File: src/rtl/arith_pkg.sv
// Shared arithmetic datapath types: divider FSM states and default width.
// Imported by the divider top and its trial subtractor.
package arith_pkg;

  localparam int DIV_WIDTH = 4;

  typedef enum logic [1:0] {
    IDLE = 2'd0,
    RUN  = 2'd1,
    DONE = 2'd2
  } div_state_t;

endpackage

File: src/rtl/trial_subtractor.sv
// Ripple-style adder/subtractor held in subtract mode for the divider trial.
// cout=1 means a >= b (no borrow).
module trial_subtractor
  import arith_pkg::*;
#(
  parameter int WIDTH = DIV_WIDTH + 1
) (
  input  logic [WIDTH-1:0] a,
  input  logic [WIDTH-1:0] b,
  input  logic             mode,
  output logic [WIDTH-1:0] diff,
  output logic             cout
);

  logic [WIDTH-1:0] bx;

  assign bx = b ^ {WIDTH{mode}};
  assign {cout, diff} = {1'b0, a} + {1'b0, bx} + {{WIDTH{1'b0}}, mode};

endmodule

File: src/rtl/restoring_divider_4bit.sv
// Sequential unsigned restoring divider, one quotient bit per clock.
// Results are registered on entry to DONE and held until the next one.
module restoring_divider_4bit
  import arith_pkg::*;
#(
  parameter int WIDTH = DIV_WIDTH
) (
  input  logic             clk,
  input  logic             rst_n,
  input  logic             start,
  input  logic [WIDTH-1:0] dividend,
  input  logic [WIDTH-1:0] divisor,
  output logic             busy,
  output logic             done,
  output logic [WIDTH-1:0] quotient,
  output logic [WIDTH-1:0] remainder,
  output logic             div_by_zero
);

  localparam int CW = (WIDTH > 1) ? $clog2(WIDTH) : 1;

  div_state_t state, state_nx;

  logic [CW-1:0]    cnt;
  logic [WIDTH-1:0] prem;
  logic [WIDTH-1:0] qsr;
  logic [WIDTH-1:0] dsr;
  logic [WIDTH-1:0] dvs;
  logic [WIDTH:0]   shifted;
  logic [WIDTH:0]   trial;
  logic [WIDTH-1:0] prem_nx;
  logic [WIDTH-1:0] q_nx;
  logic             cout;
  logic             accept;
  logic             last;
  logic             zdiv;
  logic             unused_msb;

  assign accept = start && (state != RUN);
  assign last   = (cnt == CW'(WIDTH - 1));
  assign zdiv   = (divisor == '0);

  assign shifted = {prem, dsr[WIDTH-1]};

  trial_subtractor #(
    .WIDTH(WIDTH + 1)
  ) u_sub (
    .a    (shifted),
    .b    ({1'b0, dvs}),
    .mode (1'b1),
    .diff (trial),
    .cout (cout)
  );

  // Partial remainder stays below divisor, so the MSB is always zero here.
  assign prem_nx    = cout ? trial[WIDTH-1:0] : shifted[WIDTH-1:0];
  assign q_nx       = {qsr[WIDTH-2:0], cout};
  assign unused_msb = ^{trial[WIDTH], shifted[WIDTH]};

  assign busy = (state == RUN);
  assign done = (state == DONE);

  always_ff @(posedge clk or negedge rst_n) begin
    if (!rst_n) state <= IDLE;
    else        state <= state_nx;
  end

  always_comb begin
    state_nx = state;
    case (state)
      IDLE: begin
        if (start) state_nx = zdiv ? DONE : RUN;
      end
      RUN: begin
        if (last) state_nx = DONE;
      end
      DONE: begin
        if (start) state_nx = zdiv ? DONE : RUN;
        else       state_nx = IDLE;
      end
      default: state_nx = IDLE;
    endcase
  end

  always_ff @(posedge clk or negedge rst_n) begin
    if (!rst_n) begin
      cnt         <= '0;
      prem        <= '0;
      qsr         <= '0;
      dsr         <= '0;
      dvs         <= '0;
      quotient    <= '0;
      remainder   <= '0;
      div_by_zero <= 1'b0;
    end else if (accept) begin
      cnt  <= '0;
      prem <= '0;
      qsr  <= '0;
      dsr  <= dividend;
      dvs  <= divisor;
      if (zdiv) begin
        quotient    <= '1;
        remainder   <= dividend;
        div_by_zero <= 1'b1;
      end
    end else if (state == RUN) begin
      cnt  <= cnt + 1'b1;
      prem <= prem_nx;
      qsr  <= q_nx;
      dsr  <= {dsr[WIDTH-2:0], 1'b0};
      if (last) begin
        quotient    <= q_nx;
        remainder   <= prem_nx;
        div_by_zero <= 1'b0;
      end
    end
  end

endmodule

File: config.mk
export PLATFORM = sky130hd
export DESIGN_NAME = restoring_divider_4bit
export DESIGN_NICKNAME = d
export VERILOG_FILES = /design/src/rtl/arith_pkg.sv /design/src/rtl/trial_subtractor.sv /design/src/rtl/restoring_divider_4bit.sv
export SDC_FILE = /design/constraint.sdc
export NUM_CORES = 1
export LEC_CHECK = 0
export ABC_CLOCK_PERIOD_IN_PS = 2600
export CAP_MARGIN = 20
export CORE_UTILIZATION = 52
export DETAILED_ROUTE_END_ITERATION = 10
export PLACE_DENSITY = 0.83
export REMOVE_ABC_BUFFERS = 1
export SETUP_SLACK_MARGIN = 0.02
export SLEW_MARGIN = 0
export SYNTH_ARGS = -nofsm -noshare
export SYNTH_HDL_FRONTEND = slang
export SYNTH_SLANG_ARGS = --single-unit
File: constraint.sdc
create_clock -name clk -period 2.6 [get_ports clk]
set_input_delay 0.52 -clock clk [delete_from_list [all_inputs] [get_ports clk]]
set_output_delay 0.52 -clock clk [all_outputs]
set_load 0.01 [all_outputs]
=== Word-level counts from Yosys, hierarchy flattened ===
Index checks and enable logic that the tools add are counted.
Widths: inputs -> output; s select.

* Output and inout port bits: 11
* Logic and storage cells: 53
* Register bits after elaboration: 28
* Input bits: 11

* Equality and inequality tests: 7
* Bitwise operators: 1
* Multiplexer cells: 26
* Reductions and logical operators: 7
* $add $sub $neg: 3

{| class="wikitable"
|+ Operators with widths
! cell !! count
|-
| $mux 4 || 13
|-
| $mux 2 || 6
|-
| $add 5x5->6 || 1
|-
| $add 6x1->6 const B || 1
|-
| $mux 3 || 2
|-
| $ne 2x1->1 const B || 3
|-
| $pmux 2 s3 || 1
|-
| $not 4->5 || 1
|-
| $eq 2x2->1 const B || 2
|-
| $logic_not 4->1 || 1
|-
| $mux 1 || 4
|-
| $reduce_bool 2->1 || 2
|-
| $reduce_and 3->1 || 1
|-
| $add 2x1->2 const B || 1
|-
| $eq 2x1->1 const B || 1
|-
| $logic_not 2->1 || 1
|-
| $ne 2x2->1 const B || 1
|-
| $reduce_and 2->1 || 1
|-
| $logic_and 1x1->1 || 1
|}

=== Longest topological paths before layout ===
Gate-level depths: netlist (run 1).

* Word-level depth: 7
* Gate-level depth with buffers: 8
* Gate-level depth less buffers: 8

=== Hierarchy ===
Synthesis (run 1) repeated with hierarchy kept, for this count alone.

* Cells, all modules: 143
* Area total of the unflattened synthesis: 1506.4 um2

{| class="wikitable"
|+ Modules (own cells, without submodules)
! module !! area each (um2) !! cells each !! instances !! sequential area each (um2)
|-
| restoring_divider_4bit || 1251.2 || 113 || 1 || 700.7
|-
| trial_subtractor || 255.2 || 30 || 1 || 0.0
|}

=== Worst setup path before layout (run 1) ===
Ideal clock, no wire load.

* Path type: reg-to-reg
* Start point: register prem[0]
* End point: register prem[1]
* Period minus slack after synthesis: 1.909 ns
* Cell stages (with the launch flop): 7
* Setup time: 0.083 ns
* Data required time: 2.517 ns
* Buffers on the path: 0
* Setup slack: 0.691 ns
* Data arrival time: 1.826 ns
* Cell sequence: dfrtp_1 > ha_1 > nor2b_1 > o31a_1 > nor3_4 > mux2_2 > o21ai_0

* Cells in the longest elaborated chain, start to end: 5

{| class="wikitable"
|+ RTL lines
! item !! RTL line !! text
|-
| from (decl) || restoring_divider_4bit.sv:25 || <nowiki>logic [WIDTH-1:0] prem;</nowiki>
|-
| from (signal assigned) || restoring_divider_4bit.sv:108 || <nowiki>prem <= prem_nx;</nowiki>
|-
| $add 5x5->6 || trial_subtractor.sv:18 || <nowiki>assign {cout, diff} = {1'b0, a} + {1'b0, bx} + {{WIDTH{1'b0}}, mode};</nowiki>
|-
| $add 6x1->6 || trial_subtractor.sv:18 ||
|-
| $mux 4 * || restoring_divider_4bit.sv:56 || <nowiki>assign prem_nx = cout ? trial[WIDTH-1:0] : shifted[WIDTH-1:0];</nowiki>
|-
| $mux 4 * || restoring_divider_4bit.sv:106 || <nowiki>end else if (state == RUN) begin</nowiki>
|-
| $mux 4 * || restoring_divider_4bit.sv:95 || <nowiki>end else if (accept) begin</nowiki>
|}

Mark *: on every way between the ends. The rest lies on a longest branch, timed or not. The select of a mux whose other input is x is not followed.
A chain may end at the register's enable or synchronous reset.

=== Worst setup path after layout (run 1) ===
* Start point: register state[1]
* End point: output busy

* Cells in the longest elaborated chain, start to end: 1

{| class="wikitable"
|+ RTL lines
! item !! RTL line !! text
|-
| from (decl) || restoring_divider_4bit.sv:22 || <nowiki>div_state_t state, state_nx;</nowiki>
|-
| from (signal assigned) || restoring_divider_4bit.sv:65 || <nowiki>else state <= state_nx;</nowiki>
|-
| $eq 2x1->1 || restoring_divider_4bit.sv:60 || <nowiki>assign busy = (state == RUN);</nowiki>
|-
| to (decl) || restoring_divider_4bit.sv:13 || <nowiki>output logic busy,</nowiki>
|}

No other way between the ends.

==> out/qor.csv, run 1 <==
metric,value,unit
starting density of the core,0.554,
nets,183,
proportion of synthesized area in mux cells,0.0678,
maximum number of pins on one net before global-route repair,29,
Pwr Density,1250,nW/µm²
layout cell share with drive strength beyond 1,0.103,
total clock buffers created by CTS,3,
Final Cycle Share,0.890,
element type at the critical path end,output port,
maximum level of the CTS H-tree,1,
net switching share of the total power,0.399,
switching power of the nets,0.833,mW
Slew Limit Fails,0,
path category of the worst min-delay check,register to register,
run status,completed,
antenna violations before repair,0,
kind of critical path,register to output port,
count of cells resized by post-cts repair,0,
Fin Setup TNS,0,ns
mapped cell area,1380,µm²
Synth Area in Adders,0.0597,
Iter 0 DRT Violations,33,
share of total power in the clock network,0.103,
number of nets with antenna violations after detailed routing,0,
Sink Count,28,
growth of design area from synthesis to finish,21.2,%
clock buffer depth,2,
area of the die,2870,µm²
count of buffers inserted at the top-level ports,21,
setup clock skew after layout,0.00122,ns
synth warn,0,
Final Hold Violating Endpoints,0,
number of maximum-capacitance constraint violations,0,
Compound-Gate Fraction of Synth Area,0.104,
peak supply drop,0.000816,V
final antenna diode count,0,
internal power consumption,1.26,mW
largest fanout on the critical path,11,
number of storage elements in the synthesis netlist,28,
total core area,2500,µm²
CP Data Required Time,2.08,ns
DRC viols,0,
average size of a mapped cell,9.81,µm²
Comb pwr share,0.532,
tightest slew margin relative to the limit,0.683,
Die Y-Extent,53.6,µm
fin util,0.671,
vias in the first global route,1090,
clock root buffer,clkbuf_4,
total global-route track usage,0.240,
Critical Path Start Type,register,
Achievable Freq,432,MHz
via total after detailed routing,1094,
part of the power in registers,0.366,
setup repair after global routing missed its margin,no,
sum of overflow across all layers after global routing,0,
chip width,53.6,µm
post-synthesis share of cell area spent on xor and xnor gates,0.00633,
final-report setup violation count,0,
number of buffers added to fix hold violations after cts,0,
simple-gate share of the synthesized area,0.220,
worst-skew pair later-pin latency,0.33,ns
final WL,2850,µm
placer's final routability congestion estimate,0.777,
arrival time worst endpoint,1.79,ns
average vias per placed instance,5.61,
Leak Pwr,0.751,nW
sequential element share of the synthesized area,0.506,
DP Wirelength,2070,µm
unique cell type count in the Yosys netlist,34,
Least-Margin Pin Slew,0.475,ns
Mapped Cells,141,
TritonCTS clock tree,built,
Rows,18,
post-CTS setup buffer count,0,
routed length per instance,14.6,µm
global-route wire length before repair,4840,µm
largest family of logic cells by synthesized area,simple AND/OR/NAND/NOR gates,
Worst-path clk slew,0.15,ns
total power of the final layout,2.09,mW
crit path time final,2.31,ns
drt pass-1 iters,4,
top-level I/O count,22,
sequential cells by signal, indices dropped and copies added (netlist names):
signal / cells
remainder: 4
cnt: 2
div_by_zero: 1
prem: 4
dvs: 4
state: 2
dsr: 4
quotient: 4
qsr: 3
worst max-delay path: stages, from the launching register on:
cell	delay, ns
dfrtp_1	0.40
nand2b_1	0.31
inv_1	0.19
clkdlybuf4s50_1	0.56
per-stage QoR:
stage | std cells | hold WS, ns | cell area, µm² | setup slack [ns]
after detailed placement | 191 | 0.479 | 1640 | 0.369
after global placement | 191 | 0.459 | 1640 | 0.425
after global routing | 195 | 0.555 | 1680 | 0.176
final | 195 | 0.517 | 1680 | 0.286
after floorplan | 135 | 0.224 | 1360 | 0.691
after CTS | 195 | 0.517 | 1680 | 0.278
final timing paths:
check,start,to,slack [ns],cells past startpoint
max,state[1]$_DFFE_PN0P_,busy,0.29,3
min,dsr[1]$_DFFE_PN0P_,dsr[2]$_DFFE_PN0P_,0.52,2
max reg2reg,prem[0]$_DFFE_PN0P_,prem[1]$_DFFE_PN0P_,0.49,6
min reg2reg,dsr[1]$_DFFE_PN0P_,dsr[2]$_DFFE_PN0P_,0.52,2
max in group asynchronous,rst_n,prem[3]$_DFFE_PN0P_,1.80,2
min in group asynchronous,rst_n,dvs[1]$_DFFE_PN0P_,0.54,2
routing by layer:
metal | GRT usage | part of all wire | vias to the layer above
met5 | 0 | 0 | -
met4 | 0.0833 | 0.013 | 0
met3 | 0.0282 | 0.034 | 5
met2 | 0.421 | 0.52 | 30
met1 | 0.305 | 0.43 | 530
li1 | - | - | 529
power groups by stage:
stage / combinational, mW / sequential, mW / clock (mW)
2_1_floorplan: 0.701 / 0.772 / 0
3_3_place_gp: 1.07 / 0.766 / 0
3_5_place_dp: 1.11 / 0.775 / 0
4_1_cts: 1.12 / 0.765 / 0.217
5_1_grt: 1.26 / 0.790 / 0.239
6_report: 1.11 / 0.764 / 0.215
cell type report:
| type | instances | area [µm²] |
|---|---|---|
| timing repair buffer | 26 | 248 |
| sequential | 28 | 701 |
| inverter | 6 | 22.5 |
| fill | 203 | 822 |
| clock buffer | 4 | 36.3 |
| tap | 30 | 37.5 |
| multi-input combinational | 101 | 633 |
cells in the mapped netlist:
| library cell | n | area share |
|---|---|---|
| nor2_1 | 13 | 0.035 |
| o22ai_1 | 1 | 0.0045 |
| mux2i_1 | 6 | 0.043 |
| and2_0 | 1 | 0.0045 |
| clkbuf_1 | 2 | 0.0054 |
| nor2b_1 | 2 | 0.0090 |
| dfrtp_1 | 28 | 0.51 |
| buf_1 | 2 | 0.0054 |
| inv_1 | 6 | 0.016 |
| xor2_1 | 1 | 0.0063 |
| ha_1 | 5 | 0.045 |
| nand3b_1 | 4 | 0.022 |
| o22a_1 | 1 | 0.0063 |
| nor4_1 | 1 | 0.0045 |
| o21ai_0 | 10 | 0.036 |
| nor3_1 | 4 | 0.014 |
| o31a_1 | 1 | 0.0063 |
| buf_2 | 1 | 0.0036 |
| nor3_4 | 1 | 0.012 |
| a31oi_1 | 2 | 0.0090 |
| nand2_1 | 30 | 0.081 |
| a41oi_2 | 1 | 0.012 |
| nor4_2 | 1 | 0.0090 |
| nand2b_1 | 2 | 0.0090 |
| nor4b_1 | 1 | 0.0063 |
| a22o_1 | 1 | 0.0063 |
| buf_4 | 1 | 0.0054 |
| or3_2 | 1 | 0.0054 |
| o22a_2 | 1 | 0.0072 |
| mux2_2 | 3 | 0.024 |
| fa_1 | 1 | 0.014 |
| a21oi_1 | 3 | 0.011 |
| o21a_1 | 1 | 0.0054 |
| nand3_1 | 2 | 0.0072 |
cell families (layout without fill, tap and decap cells):
group,Yosys count,in the layout
flops,28,28
fa+ha+maj,6,6
simple gates,63,63
compound gates,22,22
xor+xnor,1,1
mux,9,9
buf+inv,12,36
cell usage in the layout, fill, tap and decap left out, drive strengths merged, types with 2 or more instances in the layout:
cell type / count
nand2: 30
dfrtp: 28
clkdlybuf4s50: 21
nor2: 13
o21ai: 10
inv: 6
mux2i: 6
ha: 5
buf: 5
nor3: 5
nand3b: 4
clkbuf: 4
mux2: 3
a21oi: 3
nor2b: 2
nand2b: 2
nand3: 2
a31oi: 2
nor4: 2
o22a: 2
Note: power is estimated with default switching activity, not from simulation.
==> run 2: changes to the inputs <==
REMOVE_ABC_BUFFERS = default   (was 1)
==> run 2 against run 1 <==
Clock skew is 0.00092 ns higher. Non-clock buffer count stayed put. Flip-flop and latch count stayed put. Routed wire length shrank 2.4%. Register-to-register slack improved by 0.02 ns. Clock power decreased by 3%. Largest cell class unchanged. Largest power group unchanged. Highest routed layer unchanged.
==> out/qor.csv, run 2 (same netlist as run 1, synthesis figures left out) <==
metric,value,unit
Critical Path Start Type,register,
DP Wirelength,2080,µm
Pwr Density,1240,nW/µm²
Sink Count,28,
setup slack after layout,0.311,ns
layout filler cell count,199,
kind of critical path,register to output port,
total global-route track usage,0.228,
Iter 0 DRT Violations,14,
TritonCTS clock tree,built,
post-CTS setup buffer count,0,
arrival time worst endpoint,1.77,ns
length in cells of the worst reg-to-reg path,6,
via total after detailed routing,1091,
global-route track usage on met1,0.280,
Final Cycle Share,0.880,
clock root buffer,clkbuf_4,
Worst-path clk slew,0.15,ns
largest fanout on the critical path,11,
DRC viols,0,
total core area,2500,µm²
Die Y-Extent,53.6,µm
Fin Setup TNS,0,ns
hold endpoint,dsr[3]$_DFFE_PN0P_,
area of the die,2870,µm²
"commonest non-fill, non-tap cells in the layout","nand2_1, dfrtp_1, clkdlybuf4s50_1",
global-route wire length before repair,4660,µm
setup clock skew after layout,0.00214,ns
r2r endpoint,prem[1]$_DFFE_PN0P_,
worst reg2reg path startpoint,prem[0]$_DFFE_PN0P_,
clock buffer depth,2,
average vias per placed instance,5.59,
growth of design area from synthesis to finish,21.2,%
starting density of the core,0.554,
pre-CTS worst setup slack,0.370,ns
Worst Hold Path Cells,2,
Leak Pwr,0.751,nW
met2 usage in global routing,0.392,
worst-skew pair later-pin latency,0.32,ns
drt pass-1 iters,4,
final antenna diode count,0,
chip width,53.6,µm
tightest slew margin relative to the limit,0.713,
antenna violations before repair,0,
maximum level of the CTS H-tree,1,
maximum number of pins on one net before global-route repair,29,
Slew Limit Fails,0,
routing usage on met3,0.0339,
top-level I/O count,22,
path category of the worst min-delay check,register to register,
vias in the first global route,1090,
Rows,18,
sum of overflow across all layers after global routing,0,
CP Data Required Time,2.08,ns
number of nets with antenna violations after detailed routing,0,
number of maximum-capacitance constraint violations,0,
total clock buffers created by CTS,3,
element type at the critical path end,output port,
setup repair after global routing missed its margin,no,
routed length per instance,14.3,µm
layout cell share with drive strength beyond 1,0.103,
count of cells resized by post-cts repair,0,
final WL,2780,µm
peak supply drop,0.000902,V
worst min-delay path startpoint,dsr[2]$_DFFE_PN0P_,
nets,183,
number of buffers added to fix hold violations after cts,0,
number of nets in the synthesized netlist,158,
Least-Margin Pin Slew,0.431,ns
most common library cell in the layout ignoring fill and taps,nand2_1,
Final Hold Violating Endpoints,0,
GRT Max-Usage Layer,met2,
run status,completed,
"reg-to-reg slack, setup",0.51,ns
placer's final routability congestion estimate,0.850,
crit path time final,2.29,ns
final-report setup violation count,0,
Achievable Freq,437,MHz
count of buffers inserted at the top-level ports,21,
-- run 2: cell counts in the layout (fill, tap and decap cells not counted) --
No cell type changed its count.
-- run 2: metal layers --
| layer | wire length, µm | up-vias |
|---|---|---|
| met2 | 1300 | 27 |
| met5 | 0 | - |
| met4 | 65 | 0 |
| met1 | 1310 | 528 |
| li1 | - | 528 |
| met3 | 110 | 8 |
-- run 2: power breakdown --
group	switching [mW]	internal, mW
clock network	0.123	0.0856
registers	0.135	0.634
logic	0.567	0.539
-- run 2: layout make-up --
class / count / area [µm²] / share of cell area
Clock buffer: 4 / 36.3 / 0.0216
Timing Repair Buffer: 26 / 248 / 0.148
Sequential cell: 28 / 701 / 0.418
Multi-Input combinational cell: 101 / 633 / 0.377
Inverter: 6 / 22.5 / 0.0134
Tap cell: 30 / 37.5 / 0.0224
-- run 2: critical path: stages (launching register included) --
cell and delay, ns:
dfrtp_1 0.41, nand2b_1 0.34, inv_1 0.16, clkdlybuf4s50_1 0.54
-- run 2: worst max-delay path by stage --
stage | end | cells after the start | startpoint | slack, ns
after floorplan | prem[1]$_DFFE_PN0P_ | 6 | prem[0]$_DFFE_PN0P_ | 0.69
after global placement | remainder[2]$_DFFE_PN0P_ | 6 | divisor[3] | 0.42
after detailed placement | remainder[2]$_DFFE_PN0P_ | 6 | divisor[3] | 0.37
after CTS | busy | 3 | state[1]$_DFFE_PN0P_ | 0.32
after global routing | busy | 3 | state[1]$_DFFE_PN0P_ | 0.18
final | busy | 3 | state[1]$_DFFE_PN0P_ | 0.31
-- run 2: stage by stage --
stage          area (µm²)  power (mW)  hold WS [ns]  std cells  utilization
2_1_floorplan        1380        1.50         0.224        141            -
3_3_place_gp         1640        1.83         0.459        191        0.657
3_5_place_dp         1640        1.88         0.475        191        0.657
4_1_cts              1680        2.10         0.509        195        0.671
5_1_grt              1680        2.26         0.540        195        0.671
6_report             1680        2.08         0.504        195        0.671
==> run 3: changes to the inputs <==
CTS_CLUSTER_SIZE = 24   (was default)
GPL_ROUTABILITY_DRIVEN = 0   (was default)
==> results of run 3 <==
Same layout as run 2: the final DEF is identical, and so are final timing and power.
